==> src/rtl/reaction_timer.sv <==
// reaction_timer: reaction-game control (random wait, stimulus, ms score).
// Optional false-start detection is enabled by defining REACTION_FALSE_START_EN.
module reaction_timer #(
  parameter int TICK_DIV    = 50000,
  parameter int MIN_WAIT_MS = 1000
) (
  input  logic        Clock,
  input  logic        CLRN,
  input  logic        Start,
  input  logic        React,
  output logic [12:0] Score,
  output logic        Load,
  output logic        Display,
  output logic        Stimulus,
  output logic        TooSoon
);

  localparam int PW = $clog2(TICK_DIV);
  localparam logic [PW-1:0] PRE_MAX = PW'(TICK_DIV - 1);
  localparam logic [13:0] MS_MAX = 14'd8191;
  localparam logic [13:0] MIN_W = 14'(MIN_WAIT_MS);
  localparam logic [15:0] LFSR_RST = 16'hACE1;

  typedef enum logic [2:0] {
    S_IDLE,
    S_WAIT,
    S_TIMING,
`ifdef REACTION_FALSE_START_EN
    S_FALSE,
`endif
    S_DONE
  } state_t;

  state_t state_q, state_d;

  logic          prev_start_q;
  logic          prev_react_q;
  logic [PW-1:0] pre_q, pre_d;
  logic [15:0]   lfsr_q, lfsr_d;
  logic [13:0]   ms_q, ms_d;
  logic [13:0]   wait_q, wait_d;
  logic [12:0]   score_q, score_d;
  logic          load_q, load_d;
  logic          disp_q, disp_d;
  logic          stim_q, stim_d;
`ifdef REACTION_FALSE_START_EN
  logic          too_soon_q, too_soon_d;
`endif

  logic start_edge;
  logic react_edge;
  logic tick;
  logic lfsr_fb;

  assign start_edge = Start & ~prev_start_q;
  assign react_edge = React & ~prev_react_q;
  assign tick       = (pre_q == PRE_MAX);

  // Fibonacci form of x^16+x^14+x^13+x^11+1, shifting right
  assign lfsr_fb = lfsr_q[0] ^ lfsr_q[2] ^ lfsr_q[3] ^ lfsr_q[5];
  assign lfsr_d  = {lfsr_fb, lfsr_q[15:1]};

  always_comb begin
    state_d = state_q;
    pre_d   = tick ? '0 : pre_q + PW'(1);
    ms_d    = ms_q;
    wait_d  = wait_q;
    score_d = score_q;
    load_d  = 1'b0;
    disp_d  = disp_q;
    stim_d  = stim_q;
`ifdef REACTION_FALSE_START_EN
    too_soon_d = too_soon_q;
`endif
    case (state_q)
      S_WAIT: begin
`ifdef REACTION_FALSE_START_EN
        if (react_edge) begin
          state_d    = S_FALSE;
          score_d    = 13'h1FFF;
          load_d     = 1'b1;
          disp_d     = 1'b1;
          too_soon_d = 1'b1;
        end else
`endif
        if (tick) begin
          if (ms_q == wait_q - 14'd1) begin
            state_d = S_TIMING;
            stim_d  = 1'b1;
            ms_d    = '0;
            pre_d   = '0;
          end else begin
            ms_d = ms_q + 14'd1;
          end
        end
      end
      S_TIMING: begin
        // React beats a coincident tick, so the score is pre-increment
        if (react_edge) begin
          state_d = S_DONE;
          score_d = ms_q[12:0];
          load_d  = 1'b1;
          disp_d  = 1'b1;
          stim_d  = 1'b0;
        end else if (ms_q == MS_MAX) begin
          state_d = S_DONE;
          score_d = 13'h1FFF;
          load_d  = 1'b1;
          disp_d  = 1'b1;
          stim_d  = 1'b0;
        end else if (tick) begin
          ms_d = ms_q + 14'd1;
        end
      end
      default: begin
        if (start_edge) begin
          state_d = S_WAIT;
          wait_d  = MIN_W + {3'b000, lfsr_q[10:0]};
          ms_d    = '0;
          pre_d   = '0;
          disp_d  = 1'b0;
          stim_d  = 1'b0;
`ifdef REACTION_FALSE_START_EN
          too_soon_d = 1'b0;
`endif
        end
      end
    endcase
  end

  always_ff @(posedge Clock) begin
    if (!CLRN) begin
      state_q      <= S_IDLE;
      prev_start_q <= 1'b0;
      prev_react_q <= 1'b0;
      pre_q        <= '0;
      lfsr_q       <= LFSR_RST;
      ms_q         <= '0;
      wait_q       <= '0;
      score_q      <= '0;
      load_q       <= 1'b0;
      disp_q       <= 1'b0;
      stim_q       <= 1'b0;
`ifdef REACTION_FALSE_START_EN
      too_soon_q   <= 1'b0;
`endif
    end else begin
      state_q      <= state_d;
      prev_start_q <= Start;
      prev_react_q <= React;
      pre_q        <= pre_d;
      lfsr_q       <= lfsr_d;
      ms_q         <= ms_d;
      wait_q       <= wait_d;
      score_q      <= score_d;
      load_q       <= load_d;
      disp_q       <= disp_d;
      stim_q       <= stim_d;
`ifdef REACTION_FALSE_START_EN
      too_soon_q   <= too_soon_d;
`endif
    end
  end

  assign Score    = score_q;
  assign Load     = load_q;
  assign Display  = disp_q;
  assign Stimulus = stim_q;
`ifdef REACTION_FALSE_START_EN
  assign TooSoon  = too_soon_q;
`else
  assign TooSoon  = 1'b0;
`endif

endmodule

==> config.mk <==
export PLATFORM = sky130hd
export DESIGN_NAME = reaction_timer
export DESIGN_NICKNAME = d
export VERILOG_FILES = /design/src/rtl/reaction_timer.sv
export SDC_FILE = /design/constraint.sdc
export NUM_CORES = 1
export LEC_CHECK = 0
export CORE_MARGIN = 2
export CORE_UTILIZATION = 51
export DETAILED_ROUTE_END_ITERATION = 8
export PLACE_DENSITY = 0.8
export SLEW_MARGIN = 40
export SYNTH_ARGS = -nofsm -noshare
export SYNTH_HDL_FRONTEND = slang
export SYNTH_SLANG_ARGS = --single-unit
==> constraint.sdc <==
create_clock -name Clock -period 8.35 [get_ports Clock]
set_clock_uncertainty 0.1 [all_clocks]
set_input_delay 2.505 -clock Clock [delete_from_list [all_inputs] [get_ports Clock]]
set_output_delay 2.505 -clock Clock [all_outputs]
set_load 0.02 [all_outputs]
* After elaboration in Yosys (flattened, before gate mapping)
Index checks and enable logic that the tools add are counted.
** Word-level totals
- Output and inout bits :: 17
- Register bits :: 81
** Cells by class
- $add $sub $neg :: 4
- Mux-type cells :: 31
- Reductions and logical operators :: 10
- Bitwise gates (word level) :: 9
- Equality and inequality tests :: 11
** Operator list (count)
- 14-bit 2-to-1 mux :: 6
- 16-bit 2-to-1 mux :: 4
- 16-bit case mux with 2 select lines :: 1
- 14-bit case mux with 2 select lines :: 1
- 13-bit 2-to-1 mux :: 2
- 16-bit by 1-bit adder with 16-bit output (second input constant) :: 1
- 16-bit == test (second input constant) :: 1
- 3-bit 2-to-1 mux :: 5
- 14-bit by 1-bit adder with 14-bit output (second input constant) :: 1
- 14-bit by 13-bit == test with 1-bit output (second input constant) :: 1
- 14-bit == test :: 1
- 14-bit by 1-bit subtractor with 14-bit output (second input constant) :: 1
- 10-bit by 11-bit adder with 12-bit output (first input constant) :: 1
- 2-bit != test (second input constant) :: 5
- 1-bit 2-to-1 mux :: 9
- 3-bit case mux with 2 select lines :: 1
- 2-bit AND reduction :: 3
- 5-bit AND reduction :: 1
- 1-bit NOT :: 4
- 1-bit case mux with 2 select lines :: 2
- 4-bit AND reduction :: 1
- 2-bit nonzero test :: 2
- 3-bit by 1-bit == test with 1-bit output (second input constant) :: 1
- 3-bit by 2-bit == test with 1-bit output (second input constant) :: 1
- other kinds (6) :: 9

* Longest topological paths before layout
- Depth after elaboration :: 5
- Depth in mapped cells :: 11
- Depth with buffers taken out :: 9

* Worst setup path after synthesis
Ideal clock, no wire load.
- Path kind :: input port to flip-flop
- Start :: input Start
- End :: register pre_q[10]
- Setup time :: 65 ps
- Path buffers :: 3
- Path slack :: 4339 ps
- Stages on the path :: 7
- Arrival :: 3846 ps
- Path through :: nor2b_1 -> and2_1 -> clkbuf_1 -> or4_1 -> clkbuf_1 -> clkbuf_1 -> nor2_1
** Between the ends
- Cells in the longest elaborated chain, start to end :: 3
** Ends and longest elaborated chain
- start, declared :: line 9 : input logic Start,
- 1-bit AND :: line 55 : assign start_edge = Start & ~prev_start_q;
- 16-bit 2-to-1 mux :: line 116 : if (start_edge) begin
- 16-bit case mux with 2 select lines :: line 75 : case (state_q)
- end signal, assigned :: line 151 : pre_q <= pre_d;
- end, declared :: line 38 : logic [PW-1:0] pre_q, pre_d;
Every way passes these cells.
A chain may end at the register's enable or synchronous reset.

==> flow_metrics.py <==
metrics = {
    "global_route": {
        "antenna_found_initial": 0,
        "grt_pass1_wl_mm": 14.1,
        "grt_usage_pct": 20.4,
        "grt_max_degree": 49,
        "grt_overflow": 0,
        "grt_pass1_vias": 3046,
    },
    "run": {
        "maxCapViolCount": 0,
    },
    "synth": {
        "synth_nets": 449,
        "ys_warn_count": 0,
        "synth_top_cell_area_share_pct": 39.0,
        "avgSynthCellArea_um2": 9.13,
        "synth_area_um2": 4000,
        "yosys.area.top_type": "dfxtp_1",
        "async_flop_share_pct": 0,
        "ys_seq_elements": 78,
        "synth_area_leaders": "dfxtp_1, xor2_1, xnor2_1",
        "ys_seq_area_share_pct": 39.0,
        "synth_edf_count": 0,
        "synthCells": 438,
        "synthFlopType": "dfxtp_1",
        "yosysUniqueCellTypes": 75,
    },
    "power_and_ir_drop": {
        "internal_power_mw": 0.736,
        "pwr-share-comb_pct": 26.3,
        "p_total_mw": 1.08,
        "swShare_pct": 31.6,
        "sequentialPowerShare_pct": 41.0,
        "peakVddDrop_mv": 0.144,
        "clockPowerShare_pct": 32.8,
        "power.leakage_nw": 1.56,
        "power_density_nw_per_um2": 244,
        "power.switching_mw": 0.340,
    },
    "placed_design": {
        "gp_congestion": 0.875,
        "io_buffers": 19,
        "place_hpwl_mm": 5.65,
    },
    "layout": {
        "area_delta_synth_final_pct": 10.2,
        "drive_gt1_share_pct": 13.8,
        "multi_input_area_um2": 2180,
        "fin_util_pct": 57.6,
        "layout.nets": 454,
        "final_common_cell": "dfxtp_1",
        "diodes": 0,
        "final_cell_mix": "dfxtp_1, nor2_1, nand2_1",
        "nFillCells": 682,
        "register_area_um2": 1560,
    },
    "clock_network": {
        "post_cts_buffers": 0,
        "tritoncts": "yes",
        "htree_levels": 3,
        "ctsLongestPathBuffers": 2,
        "clk_pin_slew_ps": 80,
        "post_cts_resized": 0,
        "cts-buffers-inserted": 9,
        "cts_sinks": 78,
        "clk-insertion-delay-late_ps": 360,
        "ctsRootBufferMaster": "clkbuf_8",
        "cts_hold_buf": 0,
    },
    "sta": {
        "final-setup-viol-count": 0,
        "finalCritPeriodShare_pct": 57.9,
        "max_slew.worst_pin.slew_ps": 642,
        "fmax_mhz": 207,
        "finalCriticalPeriod_ps": 4840,
        "final_max_slew_viol_count": 0,
        "rsz0062_at_grt": "false",
        "relSlewSlack_pct": 57.2,
        "hold_violations": 0,
        "setup_tns_ps": 0,
    },
    "setup_path": {
        "rrSetupSlack_ps": 4950,
        "cp_max_fo": 48,
        "critPathKind": "in2reg",
        "worstPathArrival_ps": 5000,
        "end_kind": "flop",
        "rr_startpoint": "wait_q[0]",
        "startpoint_type": "input pin",
        "r2r-end": "ms_q[2]",
        "r2r_cells": 9,
        "worstPathRequired_ps": 8520,
    },
    "hold_path": {
        "hold_depth": 1,
        "min_to": "lfsr_q[10]",
        "hold_start": "lfsr_q[11]",
        "hp-class": "reg2reg",
    },
    "run_status": {
        "status": "finished, final reports clean",
    },
    "die": {
        "die_area_um2": 8570,
        "fp.dieH_um": 92.6,
        "num_io_pins": 21,
        "rows": 32,
        "die_w_um": 92.6,
        "core_area_um2": 7650,
        "start_util_pct": 52.3,
    },
    "routing": {
        "drt-initial-drc-count": 214,
        "remaining_drc_errors": 0,
        "vias": 3179,
        "ant_nets": 0,
        "wirelength_mm": 8.05,
        "vias_per_cell": 5.78,
        "wl_per_cell_um": 14.6,
        "dr.pass1.iters": 5,
    },
}
==> sequential cells by signal, indices dropped and copies added (netlist names) <==
| name | count |
|---|---|
| lfsr_q | 16 |
| pre_q | 16 |
| ms_q | 14 |
| Score | 13 |
| wait_q | 12 |
| state_q | 2 |
| Display | 1 |
| Load | 1 |
| Stimulus | 1 |
| prev_react_q | 1 |
| prev_start_q | 1 |
==> layout make-up <==
cell class,count,area share (%)
repair buffers,20,4.48
well taps,102,2.90
multi-input cells,310,49.4
clock buffers,10,3.12
clock inverters,6,2.64
flip-flops and latches,78,35.4
inverters,24,2.04
==> critical path, cell delays in order <==
cell             delay [ps]
clkdlybuf4s50_1         450
buf_4                   390
clkinv_1                520
or3b_1                  800
o311ai_1                320
==> kinds of logic (layout without fill, tap and decap cells) <==
logic type      count (synthesis)  after routing  share of synthesized area [%]
other cells                     1              1                         0.0938
compound gates                 92             92                           19.0
fa+ha+maj                       7              7                           2.19
simple gates                  174            174                           24.7
xor+xnor                       36             36                           8.26
buf+inv                        50             60                           6.73
flops                          78             78                           39.0
==> per-stage QoR <==
step                      cells  instance area [µm²]  hold slack [ps]  worst slack (ps)
after floorplan             438                 4000              286              4340
after global placement      534                 4150              295              3190
after detailed placement    534                 4150              300              3120
after CTS                   550                 4400              320              3520
after global routing        550                 4410              346              3310
final                       550                 4410              314              3510
==> layer usage <==
layer / vias to the layer above / routed length (µm) / part of all wire (%) / GRT usage [%]
met3: 33 / 361 / 4.5 / 4.23
met4: 0 / 283 / 3.5 / 9.83
met1: 1502 / 3560 / 44 / 25.3
met5: - / 0 / 0 / 0
met2: 82 / 3840 / 48 / 33.6
li1: 1562 / - / - / -
==> power by group through the flow <==
stage / clock network [mW] / registers, mW / logic, mW
CTS: 0.358 / 0.440 / 0.283
global route: 0.374 / 0.447 / 0.313
floorplan: 0 / 0.447 / 0.229
detailed placement: 0 / 0.449 / 0.281
global placement: 0 / 0.447 / 0.271
finish: 0.352 / 0.441 / 0.283
==> worst max-delay path by stage <==
stage	from	endpoint	slack [ps]	cells past startpoint
3_3_place_gp	CLRN	ms_q[2]	3190	5
2_1_floorplan	Start	pre_q[10]	4340	7
4_1_cts	CLRN	ms_q[2]	3520	5
6_report	CLRN	ms_q[2]	3510	5
3_5_place_dp	CLRN	pre_q[15]	3120	5
5_1_grt	CLRN	pre_q[7]	3310	5
==> cell usage after synthesis (2+ instances only) <==
cell type   n
a211oi_1   11
nor2b_1     4
nand4b_1    2
or4_1       2
nor3_1      8
buf_4       3
xor2_1     18
nand3_1    13
o21bai_1    2
nand3b_1    2
o21ai_0     7
buf_6       6
clkbuf_1   14
nand4_1     5
or3_1       3
ha_1        7
nor2_1     39
xnor2_1    17
a31oi_1    10
or3_2       3
nand2_1    33
inv_1      23
a21oi_1    18
dfxtp_1    78
o221a_2    13
a21oi_2     2
nor4b_1     2
a2bb2oi_1   3
nor4_1      4
o211ai_1    2
a311oi_1    2
and2_1     13
and3_1      4
and3_2      2
o22ai_2     9
nand2b_1   15
Power figures use the tool's default switching activity.
